<file path="src/rtl/cu_mod1_sched.sv">
// Control unit for the second FFT module: frame-phase counter plus IDLE/RUN/DRAIN FSM.
// Optional build macro CU_MOD1_ERR_CNT_EN adds a saturating err_cnt[7:0] output.
module cu_mod1_sched #(
  parameter int CNT_W = 5
) (
  input  logic             clk,
  input  logic             rstn,
  input  logic             alert_in,
  output logic             bf1_en,
  output logic             bf2_en,
  output logic             tw_en,
  output logic [CNT_W-1:0] tw_addr,
  output logic             valid_out,
  output logic             alert_out,
  output logic             busy,
  output logic             err_overrun
`ifdef CU_MOD1_ERR_CNT_EN
  ,
  output logic [7:0]       err_cnt
`endif
);

  // state   | meaning
  // IDLE    | waiting for a frame-start alert, all outputs low
  // RUN     | accepting frame samples, pipeline filling or full
  // DRAIN   | no new frame, flushing LAT samples out of the delay lines
  localparam logic [1:0] S_IDLE  = 2'd0;
  localparam logic [1:0] S_RUN   = 2'd1;
  localparam logic [1:0] S_DRAIN = 2'd2;

  localparam int               F      = 1 << CNT_W;
  localparam int               LAT    = (3 * F) / 4;
  localparam logic [CNT_W-1:0] LAT_C  = CNT_W'(LAT);
  localparam logic [CNT_W-1:0] C_LAST = '1;
  localparam logic [CNT_W-1:0] C_ONE  = CNT_W'(1);

  logic [1:0]       r_state;
  logic [CNT_W-1:0] r_cnt;
  logic [CNT_W-1:0] r_fill;
  logic [CNT_W-1:0] r_drain;
  logic             r_err_ovr;

  logic [1:0]       w_state_nx;
  logic [CNT_W-1:0] w_cnt_nx;
  logic [CNT_W-1:0] w_fill_nx;
  logic [CNT_W-1:0] w_drain_nx;
  logic             w_reject;
  logic             w_busy;
  logic             w_valid;

  always_comb begin
    w_state_nx = r_state;
    w_cnt_nx   = r_cnt;
    w_fill_nx  = r_fill;
    w_drain_nx = r_drain;
    w_reject   = 1'b0;
    case (r_state)
      S_IDLE: begin
        if (alert_in) begin
          w_state_nx = S_RUN;
          w_cnt_nx   = '0;
          w_fill_nx  = '0;
        end
      end
      S_RUN: begin
        w_cnt_nx = r_cnt + C_ONE;
        if (r_fill != LAT_C) w_fill_nx = r_fill + C_ONE;
        if (r_cnt == C_LAST) begin
          // an alert exactly on the last sample chains the next frame without a drain
          if (!alert_in) begin
            w_state_nx = S_DRAIN;
            w_drain_nx = LAT_C;
          end
        end else begin
          w_reject = alert_in;
        end
      end
      S_DRAIN: begin
        w_cnt_nx   = r_cnt + C_ONE;
        w_drain_nx = r_drain - C_ONE;
        w_reject   = alert_in;
        if (r_drain == C_ONE) begin
          w_state_nx = S_IDLE;
          w_cnt_nx   = '0;
          w_drain_nx = '0;
        end
      end
      default: begin
        w_state_nx = S_IDLE;
        w_cnt_nx   = '0;
        w_fill_nx  = '0;
        w_drain_nx = '0;
      end
    endcase
  end

  always_ff @(posedge clk or negedge rstn) begin
    if (!rstn) begin
      r_state   <= S_IDLE;
      r_cnt     <= '0;
      r_fill    <= '0;
      r_drain   <= '0;
      r_err_ovr <= 1'b0;
    end else begin
      r_state   <= w_state_nx;
      r_cnt     <= w_cnt_nx;
      r_fill    <= w_fill_nx;
      r_drain   <= w_drain_nx;
      r_err_ovr <= w_reject;
    end
  end

  // decodes come only from registers so the async reset clears them in the same cycle
  assign w_busy  = (r_state != S_IDLE);
  assign w_valid = ((r_state == S_RUN) && (r_fill == LAT_C)) || (r_state == S_DRAIN);

  assign busy        = w_busy;
  assign bf1_en      = w_busy & r_cnt[CNT_W-1];
  assign bf2_en      = w_busy & r_cnt[CNT_W-2];
  assign valid_out   = w_valid;
  assign tw_en       = w_valid;
  assign tw_addr     = w_valid ? (r_cnt - LAT_C) : '0;
  assign alert_out   = w_valid && (r_cnt == LAT_C);
  assign err_overrun = r_err_ovr;

`ifdef CU_MOD1_ERR_CNT_EN
  logic [7:0] r_err_cnt;

  always_ff @(posedge clk or negedge rstn) begin
    if (!rstn) begin
      r_err_cnt <= 8'd0;
    end else if (r_err_ovr && (r_err_cnt != 8'hFF)) begin
      r_err_cnt <= r_err_cnt + 8'd1;
    end
  end

  assign err_cnt = r_err_cnt;
`endif

endmodule

</file>
<file path="config.mk">
export PLATFORM = sky130hd
export DESIGN_NAME = cu_mod1_sched
export DESIGN_NICKNAME = d
export VERILOG_FILES = /design/src/rtl/cu_mod1_sched.sv
export SDC_FILE = /design/constraint.sdc
export NUM_CORES = 1
export LEC_CHECK = 0
export CORE_MARGIN = 2
export CORE_UTILIZATION = 54
export DETAILED_ROUTE_END_ITERATION = 12
export HOLD_SLACK_MARGIN = 0.12
export PLACE_DENSITY = 0.78
export SLEW_MARGIN = 25
export SYNTH_ARGS = -nofsm -noshare
export SYNTH_HDL_FRONTEND = slang
export SYNTH_SLANG_ARGS = --single-unit
</file>
<file path="constraint.sdc">
create_clock -name clk -period 2.3 [get_ports clk]
set_input_delay 0.46 -clock clk [delete_from_list [all_inputs] [get_ports clk]]
set_output_delay 0.46 -clock clk [all_outputs]
set_load 0.01 [all_outputs]
</file>
Word level (Yosys, flattened, before mapping)
Index checks and enable logic that the tools add are counted.
- $mul: 0
- bitwise gates (word level): 4
- equality and inequality tests: 12
- reduce and logical (&&, ||, !) cells: 8
- multiplexer cells: 17
- shift operators: 0
- order comparisons: 0
- add/sub/neg operators: 4
- div/mod/pow operators: 0
- operators by type and width (cell ; number):
    $pmux W5 S3 ; 3
    $mux W5 ; 7
    $eq A5 B5 Y1 const B ; 3
    $add A5 B1 Y5 const B ; 2
    $ne A2 B2 Y1 const B ; 5
    $mux W2 ; 4
    $pmux W2 S3 ; 1
    $reduce_and A3 Y1 ; 2
    $eq A5 B1 Y1 const B ; 1
    $ne A5 B5 Y1 const B ; 1
    $sub A5 B1 Y5 const B ; 1
    $sub A5 B5 Y5 const B ; 1
    $reduce_and A4 Y1 ; 1
    $and A1 B1 Y1 ; 2
    $eq A2 B1 Y1 const B ; 1
    $eq A2 B2 Y1 const B ; 1
    $logic_and A1 B1 Y1 ; 2
    $logic_not A2 Y1 ; 1
    $not A1 Y1 ; 2
    $pmux W1 S2 ; 1
    $reduce_bool A2 Y1 ; 1
    $logic_or A1 B1 Y1 ; 1
    $mux W1 ; 1
- memories: 0
- register bits after elaboration: 18
- bits in read-only memories: 0
- bits in latches: 0
- output and inout bits: 12
- word-level logic and storage cells: 50
- bits of input ports: 3
- RAM bits: 0

Logic depth before layout (Yosys ltp)
Gate-level depths: netlist of run 1.
- depth in word-level cells: 4
- mapped depth: 8
- mapped depth without buffers: 7

Worst setup path before layout of run 1
OpenSTA, ideal clock, no wires.
- path kind: register to output
- start point: register r_state[1]
- end point: output port valid_out
- setup slack: 0.399 ns
- cell stages (with the launch flop): 9
- buffers on the path: 2
- arrival: 1.441 ns
- required time: 1.840 ns
- cell sequence: dfrtp_1 > inv_1 > ha_1 > buf_2 > nand4_1 > nor2_1 > nor2_1 > inv_1 > buf_4
- cells in the longest elaborated chain, start to end: 3
- elaborated cells between the ends (all ways): 4
- classes of those cells: eq/ne (2); reduce/logical (2)
- ends and longest elaborated chain (element ; RTL line ; source):
    start, declared ; 37 ; logic [1:0] r_state;
    start signal, assigned ; 105 ; r_state <= w_state_nx;
    $eq A2 B1 Y1 ; 115 ; assign w_valid = ((r_state == S_RUN) && (r_fill == LAT_C)) || (r_state == S_DRAIN);
    $logic_and A1 B1 Y1 ; 115 ;
    $logic_or A1 B1 Y1 (*) ; 115 ;
    end, declared ; 13 ; output logic valid_out,
Every way passes the cells marked *; elsewhere a longest branch is shown, timed or not.

Final worst setup path of run 1
- start point: register r_state[0]
- end point: output port bf2_en
- cells in the longest elaborated chain, start to end: 2
- ends and longest elaborated chain (element ; RTL line ; source):
    $reduce_bool A2 Y1 ; 114 ; assign w_busy = (r_state != S_IDLE);
    $and A1 B1 Y1 ; 119 ; assign bf2_en = w_busy & r_cnt[CNT_W-2];
    end, declared ; 10 ; output logic bf2_en,
No other way between the ends.

==> key figures, run 1 <==
Run status
  – Outcome: complete, no violations

Timing
  – Hold WS: 0.475 ns
  – Hold Vio Cnt, Final: 0
  – Worst-Margin Slew: 0.435 ns
  – Setup TNS Final: 0 ns
  – Fin. max-slew vios: 0
  – Clock period minus worst slack: 2.24 ns
  – Final-report setup violation count: 0
  – Tcrit/Tclk final: 97.3%
  – RSZ-0062 raised after global routing: false
  – Rel. slew slack: 70.9%
  – Skew final: 0.00909 ns
  – Max Clk Rate: 447 MHz

Setup path
  – Arr. time, crit path: 1.78 ns
  – CP Launch Type: register
  – CP Depth: 4
  – Critical path cell sequence: inv_1 -> ha_2 -> nor2b_1 -> clkdlybuf4s50_1
  – CP startpoint: r_state[0]
  – WP data required: 1.84 ns
  – Worst r2r src: r_cnt[1]
  – R2R setup slack: 0.32 ns
  – CP endpoint: bf2_en
  – Worst-path fanout max: 10
  – CP Buf/Inv Count: 2
  – R2R depth: 7
  – Capturing point of the worst reg2reg path: r_drain[1]
  – Critical Path End Type: output pin
  – Slowest CP cell: clkdlybuf4s50_1
  – Crit path largest cell delay: 0.55 ns
  – Cell family with most CP delay: buffers and inverters
  – Critical path class: register to output pin

Synthesis
  – Synth Area in Compound Gates: 20.9%
  – Adder-Cell Fraction of Synth Area: 10.4%
  – Post-Synth Simple-Gate Area: 23.4%
  – Mux cell area share after synthesis: 0%
  – FF+latch count, synth: 18
  – XOR/XNOR share of the synthesized area: 0.726%
  – Syn_nets: 155
  – Synth cell types: 37
  – Number of synthesized flops with an enable pin: 0
  – Average size of a mapped cell: 8.49 sq um
  – Top cell type by total area after synthesis: dfrtp_1
  – Synth Flop Type: dfrtp_1
  – Largest cells by area after synthesis: dfrtp_1, ha_1, o21ai_0
  – Top-area cell type share of the netlist area: 37.3%
  – Yosys Warn Count: 0
  – Number of cells produced by synthesis: 142
  – Post-Syn Area: 1210 sq um
  – Largest family of logic cells by synthesized area: simple AND/OR/NAND/NOR gates
  – Seq/Total Area, Yosys: 37.3%
  – Post-synth ARST share: 100%

Final layout
  – Layout Nets: 174
  – Fill cell count: 182
  – # diodes: 0
  – Post-layout util: 66.1%
  – Finished Cell Area: 1430 sq um
  – Layout Cells excl Fill: 188
  – Synthesis-to-layout area growth: 18.9%
  – Fraction of layout cells with a size suffix above 1: 11.9%
  – Area of the multi-input gates: 681 sq um
  – Sequential Area: 450 sq um

GRT
  – GRT Residual Overflow: 0
  – Vias in the first global route: 1041
  – Initial antenna violation count: 0
  – First-pass GRT wire length: 4.49 mm
  – Largest net degree at the start of global routing: 19
  – All-Layer GR Usage: 22.1%

Detailed routing
  – Vias per cell: 5.82
  – Drt total wl: 2.60 mm
  – WL/cell: 13.8 microns
  – DR pass1 iterations: 4
  – Drc violations: 0
  – DR vias: 1095
  – Post-route ant nets: 0
  – First DRT Iteration DRCs: 39

Floorplan
  – Core area: 2170 sq um
  – Io pins: 15
  – Die Area: 2630 sq um
  – Die Y: 51.3 microns
  – Initial Utilization: 55.6%
  – Rows: 17
  – Die width: 51.3 microns

Placement
  – Placed cells: 182
  – Count of buffers from port buffering: 14
  – Placement Cell Area: 1380 sq um
  – GP Congestion: 0.886
  – DPL Wire Length: 2.00 mm

Clocking
  – Root buffer cell: clkbuf_4
  – CTS Buffer Depth: 2
  – Cts bufs inserted: 3
  – H-tree levels: 1
  – Number of clock sinks: 18
  – Clk_lat worst skew: 0.30 ns
  – TritonCTS clock tree: built
  – Clock-pin slew on the worst setup and hold paths: 0.11 ns

Power
  – Worst vdd ir: 0.512 mV
  – Power density cells: 744 nW/um^2
  – Leak Pwr: 0.000672 uW

Min path
  – Hold Path Class: input port to asynchronous set/reset pin

Run
  – MaxCap Viol Count: 0
## sequential cells by signal (all words and copies together), names as in the netlist
| register | flops |
|---|---|
| r_cnt | 5 |
| r_fill | 5 |
| r_drain | 5 |
| r_state | 2 |
| err_overrun | 1 |
## synthesized netlist by cell type, types with 2 or more instances
master / n
nor3_1: 5
nor4_1: 2
o31ai_1: 2
nor2_1: 14
a21oi_1: 4
ha_1: 10
inv_1: 15
o21ai_0: 15
nand2b_1: 2
nand2_1: 12
buf_2: 4
a22o_1: 4
and3_1: 2
nand3_1: 7
nor2b_1: 3
nand4_1: 3
dfrtp_1: 18
## layout make-up
cell class / count / share of cell area (%)
Tap cell: 28 / 2.44
Sequential cell: 18 / 31.4
Multi-Input combinational cell: 103 / 47.5
Inverter: 15 / 3.93
Clock buffer: 4 / 2.53
Timing Repair Buffer: 20 / 12.2
## layer usage
metal,track usage [%],vias up,routed length (microns)
li1,-,534,-
met1,30.1,538,1220
met2,36.4,19,1260
met3,2.34,4,86
met4,8.33,0,23
met5,0,-,0
## cell families (layout without fill, tap and decap cells)
| logic type | count (synthesis) | in the layout |
|---|---|---|
| adders and majority gates | 10 | 10 |
| buffers and inverters | 21 | 39 |
| xor gates and xnor gates | 1 | 1 |
| AOI/OAI and AO/OA | 37 | 37 |
| and+or+nand+nor | 55 | 55 |
| DFF | 18 | 18 |
## how the worst min path moves through the flow
| stage | endpoint | startpoint | cells past startpoint |
|---|---|---|---|
| after CTS | r_state[0] | rstn | 2 |
| after global placement | r_fill[1] | r_fill[1] | 2 |
| after global routing | r_state[0] | rstn | 2 |
| final | r_state[0] | rstn | 2 |
| after floorplan | err_overrun | rstn | 0 |
| after detailed placement | r_fill[1] | r_fill[1] | 2 |
## power by group
part           internal [uW]  switching (uW)
registers                362            45.9
logic                    182             281
clock network           96.5             100
## per-stage QoR
stage	total power, uW	setup WS (ns)
after floorplan	713	0.399
after global placement	834	0.195
after detailed placement	854	0.124
after CTS	1070	0.0610
after global routing	1140	0.0105
final	1070	0.0617
## worst reg2reg max path, stage by stage (launching register included)
cell,delay [ns]
dfrtp_1,0.43
ha_1,0.22
and3_1,0.19
ha_1,0.21
and2b_2,0.25
o21ai_0,0.33
or3_1,0.16
o21ai_0,0.07
## layout by cell type, fill, tap and decap left out, types with 5 or more instances in the layout
cell              n
buf_4             6
clkdlybuf4s50_1   6
dfrtp_1          18
dlygate4sd2_1     8
ha_1              9
inv_1            15
nand2_1          12
nand3_1           7
nor2_1           12
nor3_1            5
o21ai_0          15
## timing repair
action                                  in CTS  in global routing
pin swaps                                    1                  0
resized for setup                           10                  2
buffers inserted                             2                  0
hold buffers                                 0                  0
endpoints found under the setup margin      11                  4
(Power assumes the default switching activity.)
==> inputs of run 2 (changes only) <==
--- a/config.mk
+++ b/config.mk
@@ -6,11 +6,10 @@
 export NUM_CORES = 1
 export LEC_CHECK = 0
 export CORE_MARGIN = 2
-export CORE_UTILIZATION = 54
+export CORE_UTILIZATION = 53
 export DETAILED_ROUTE_END_ITERATION = 12
 export HOLD_SLACK_MARGIN = 0.12
-export PLACE_DENSITY = 0.78
-export SLEW_MARGIN = 25
+export PLACE_DENSITY = 0.77
 export SYNTH_ARGS = -nofsm -noshare
 export SYNTH_HDL_FRONTEND = slang
 export SYNTH_SLANG_ARGS = --single-unit
==> run 2 against run 1 <==
Effect of this change: count of clock-buffer cells in the layout stayed put; core utilization is 0.87 points lower; sequential power hardly changed; clock skew is 0.0055 ns lower; critical path depth stayed put; register-to-register slack worse by 0.02 ns; final area is 0.35% lower; clock power is 2% higher; global-route usage is 0.65 points lower; power is 0.26% higher; die area is 1.7% higher.
==> key figures, run 2 (synthesized netlist as in run 1, its figures left out) <==
Setup path
  – Critical path class: register to output pin
  – Worst r2r src: r_cnt[0]
  – Arr. time, crit path: 1.76 ns (-0.02 ns)
  – Critical path cell sequence: inv_1 -> ha_2 -> inv_1 -> clkdlybuf4s50_1
  – Crit path largest cell delay: 0.48 ns (-0.07 ns)
  – Slowest CP cell: clkdlybuf4s50_1
  – Worst-path fanout max: 10 (unchanged)
  – WP data required: 1.84 ns (about the same)
  – Capturing point of the worst reg2reg path: r_drain[1]
  – CP Buf/Inv Count: 3 (+1)
  – Critical Path End Type: output pin
  – CP Depth: 4 (unchanged)
  – R2R setup slack: 0.30 ns (-0.02 ns)
  – Cell family with most CP delay: buffers and inverters
  – Most used cell, CP: inv_1
  – R2R depth: 7 (unchanged)
  – CP Launch Type: register

Detailed routing
  – DR vias: 1050 (-4.1%)
  – Drc violations: 0 (unchanged)
  – Drt total wl: 2.53 mm (-2.6%)
  – First DRT Iteration DRCs: 35 (-10%)
  – Vias per cell: 5.59 (-4.1%)
  – WL/cell: 13.4 microns (-2.6%)
  – Post-route ant nets: 0 (unchanged)
  – DR pass1 iterations: 4 (unchanged)

Final layout
  – Fraction of layout cells with a size suffix above 1: 11.3% (-0.62 points)
  – Layout Nets: 174 (unchanged)
  – Commonest non-fill, non-tap cell in the layout: dfrtp_1
  – Sequential Area: 450 sq um (unchanged)
  – Largest regs: r_cnt: 5 flops, r_drain: 5 flops, r_fill: 5 flops
  – Area of the multi-input gates: 673 sq um (-1.1%)
  – Layout Cells excl Fill: 188 (unchanged)
  – # diodes: 0 (unchanged)
  – Fill cell count: 187 (+2.7%)
  – Synthesis-to-layout area growth: 18.5%
  – Leading cell types in the layout, fill and taps excluded: dfrtp_1, inv_1, o21ai_0

Timing
  – Tcrit/Tclk final: 96.6% (-0.71 points)
  – Final-report setup violation count: 0 (unchanged)
  – Hold WS: 0.468 ns (-0.00698 ns)
  – Skew final: 0.00363 ns (-0.00546 ns)
  – Rel. slew slack: 69.7% (-1.2 points)
  – Hold Vio Cnt, Final: 0 (unchanged)
  – Max Clk Rate: 450 MHz (+0.74%)
  – Clock period minus worst slack: 2.22 ns (-0.0163 ns)
  – Setup TNS Final: 0 ns (unchanged)
  – Post-layout worst setup margin: 0.0780 ns (+0.0163 ns)
  – RSZ-0062 raised after global routing: true
  – Fin. max-slew vios: 0 (unchanged)
  – Worst-Margin Slew: 0.450 ns (+0.0147 ns)

Floorplan
  – Rows: 17 (unchanged)
  – Initial Utilization: 55.1% (-0.54 points)
  – Die Y: 51.7 microns (+0.87%)
  – Die width: 51.7 microns (+0.87%)
  – Die Area: 2670 sq um (+1.7%)
  – Io pins: 15 (unchanged)
  – Core area: 2190 sq um (+0.98%)

Power
  – Leak Pwr: 0.000689 uW (+2.5%)
  – Power density cells: 749 nW/um^2 (+0.61%)
  – Worst vdd ir: 0.501 mV (-2.1%)

Clocking
  – Clk_lat worst skew: 0.30 ns (about the same)
  – H-tree levels: 1 (unchanged)
  – Hold Buf Count CTS: 0 (unchanged)
  – Clock-pin slew on the worst setup and hold paths: 0.11 ns (about the same)
  – Number of clock sinks: 18 (unchanged)
  – Cts bufs inserted: 3 (unchanged)
  – CTS Buffer Depth: 2 (unchanged)
  – Root buffer cell: clkbuf_4
  – TritonCTS clock tree: built

GRT
  – First-pass GRT wire length: 4.20 mm (-6.3%)
  – GRT Residual Overflow: 0 (unchanged)
  – Vias in the first global route: 938 (-9.9%)
  – Largest net degree at the start of global routing: 19 (unchanged)
  – All-Layer GR Usage: 21.5% (-0.65 points)
  – Initial antenna violation count: 0 (unchanged)

Placement
  – Placed cells: 182 (unchanged)
  – Pre-CTS WS: 0.131 ns (+0.00740 ns)
  – Count of buffers from port buffering: 14 (unchanged)
  – GP Congestion: 0.874 (-1.4%)
  – DPL Wire Length: 1.92 mm (-4.1%)

Run status
  – Outcome: complete, no violations

Min path
  – Hold Path Class: input port to asynchronous set/reset pin

Run
  – MaxCap Viol Count: 0 (unchanged)
[run 2: cell types whose count changed in the layout (fill, tap and decap cells not counted), sizes merged]
| cell | change |
|---|---|
| clkdlybuf4s50 | -1 |
| dlymetal6s2s | +1 |
[run 2: timing repair]
action	CTS	global route
pin swaps	1	0
endpoints found under the setup margin	11	2
gates resized for setup	10	1
setup buffers	2	0
[run 2: per-stage QoR]
| step | power, uW | utilization (%) | instance area, sq um |
|---|---|---|---|
| floorplan | 713 | - | 1210 |
| global placement | 835 | 63.0 | 1380 |
| detailed placement | 855 | 63.0 | 1380 |
| CTS | 1070 | 65.1 | 1430 |
| global route | 1140 | 65.2 | 1430 |
| finish | 1070 | 65.2 | 1430 |
[run 2: cell type report]
type	count	share of cell area [%]
Tap cell	28	2.45
Sequential cell	18	31.5
Clock buffer	4	2.54
Inverter	15	3.94
Timing Repair Buffer	20	12.4
Multi-Input combinational cell	103	47.1
[run 2: metal layers]
metal | track usage (%) | routed length, microns | share of wire (%) | vias to the layer above
li1 | - | - | - | 533
met1 | 29.3 | 1210 | 48 | 484
met2 | 34.4 | 1190 | 47 | 30
met3 | 3.45 | 114 | 4.5 | 3
met4 | 7.89 | 20 | 0.79 | 0
met5 | 0 | 0 | 0 | -
[run 2: worst max-delay path by stage]
stage / from / endpoint
2_1_floorplan: r_state[1] / valid_out
3_3_place_gp: r_state[1] / valid_out
3_5_place_dp: r_state[1] / tw_addr[4]
4_1_cts: r_state[0] / bf1_en
5_1_grt: r_state[0] / busy
6_report: r_state[0] / busy
[run 2: report_power, final]
part / switching, uW / internal (uW)
Sequential: 44.6 / 362
Clock: 104 / 96.6
Combinational: 281 / 181
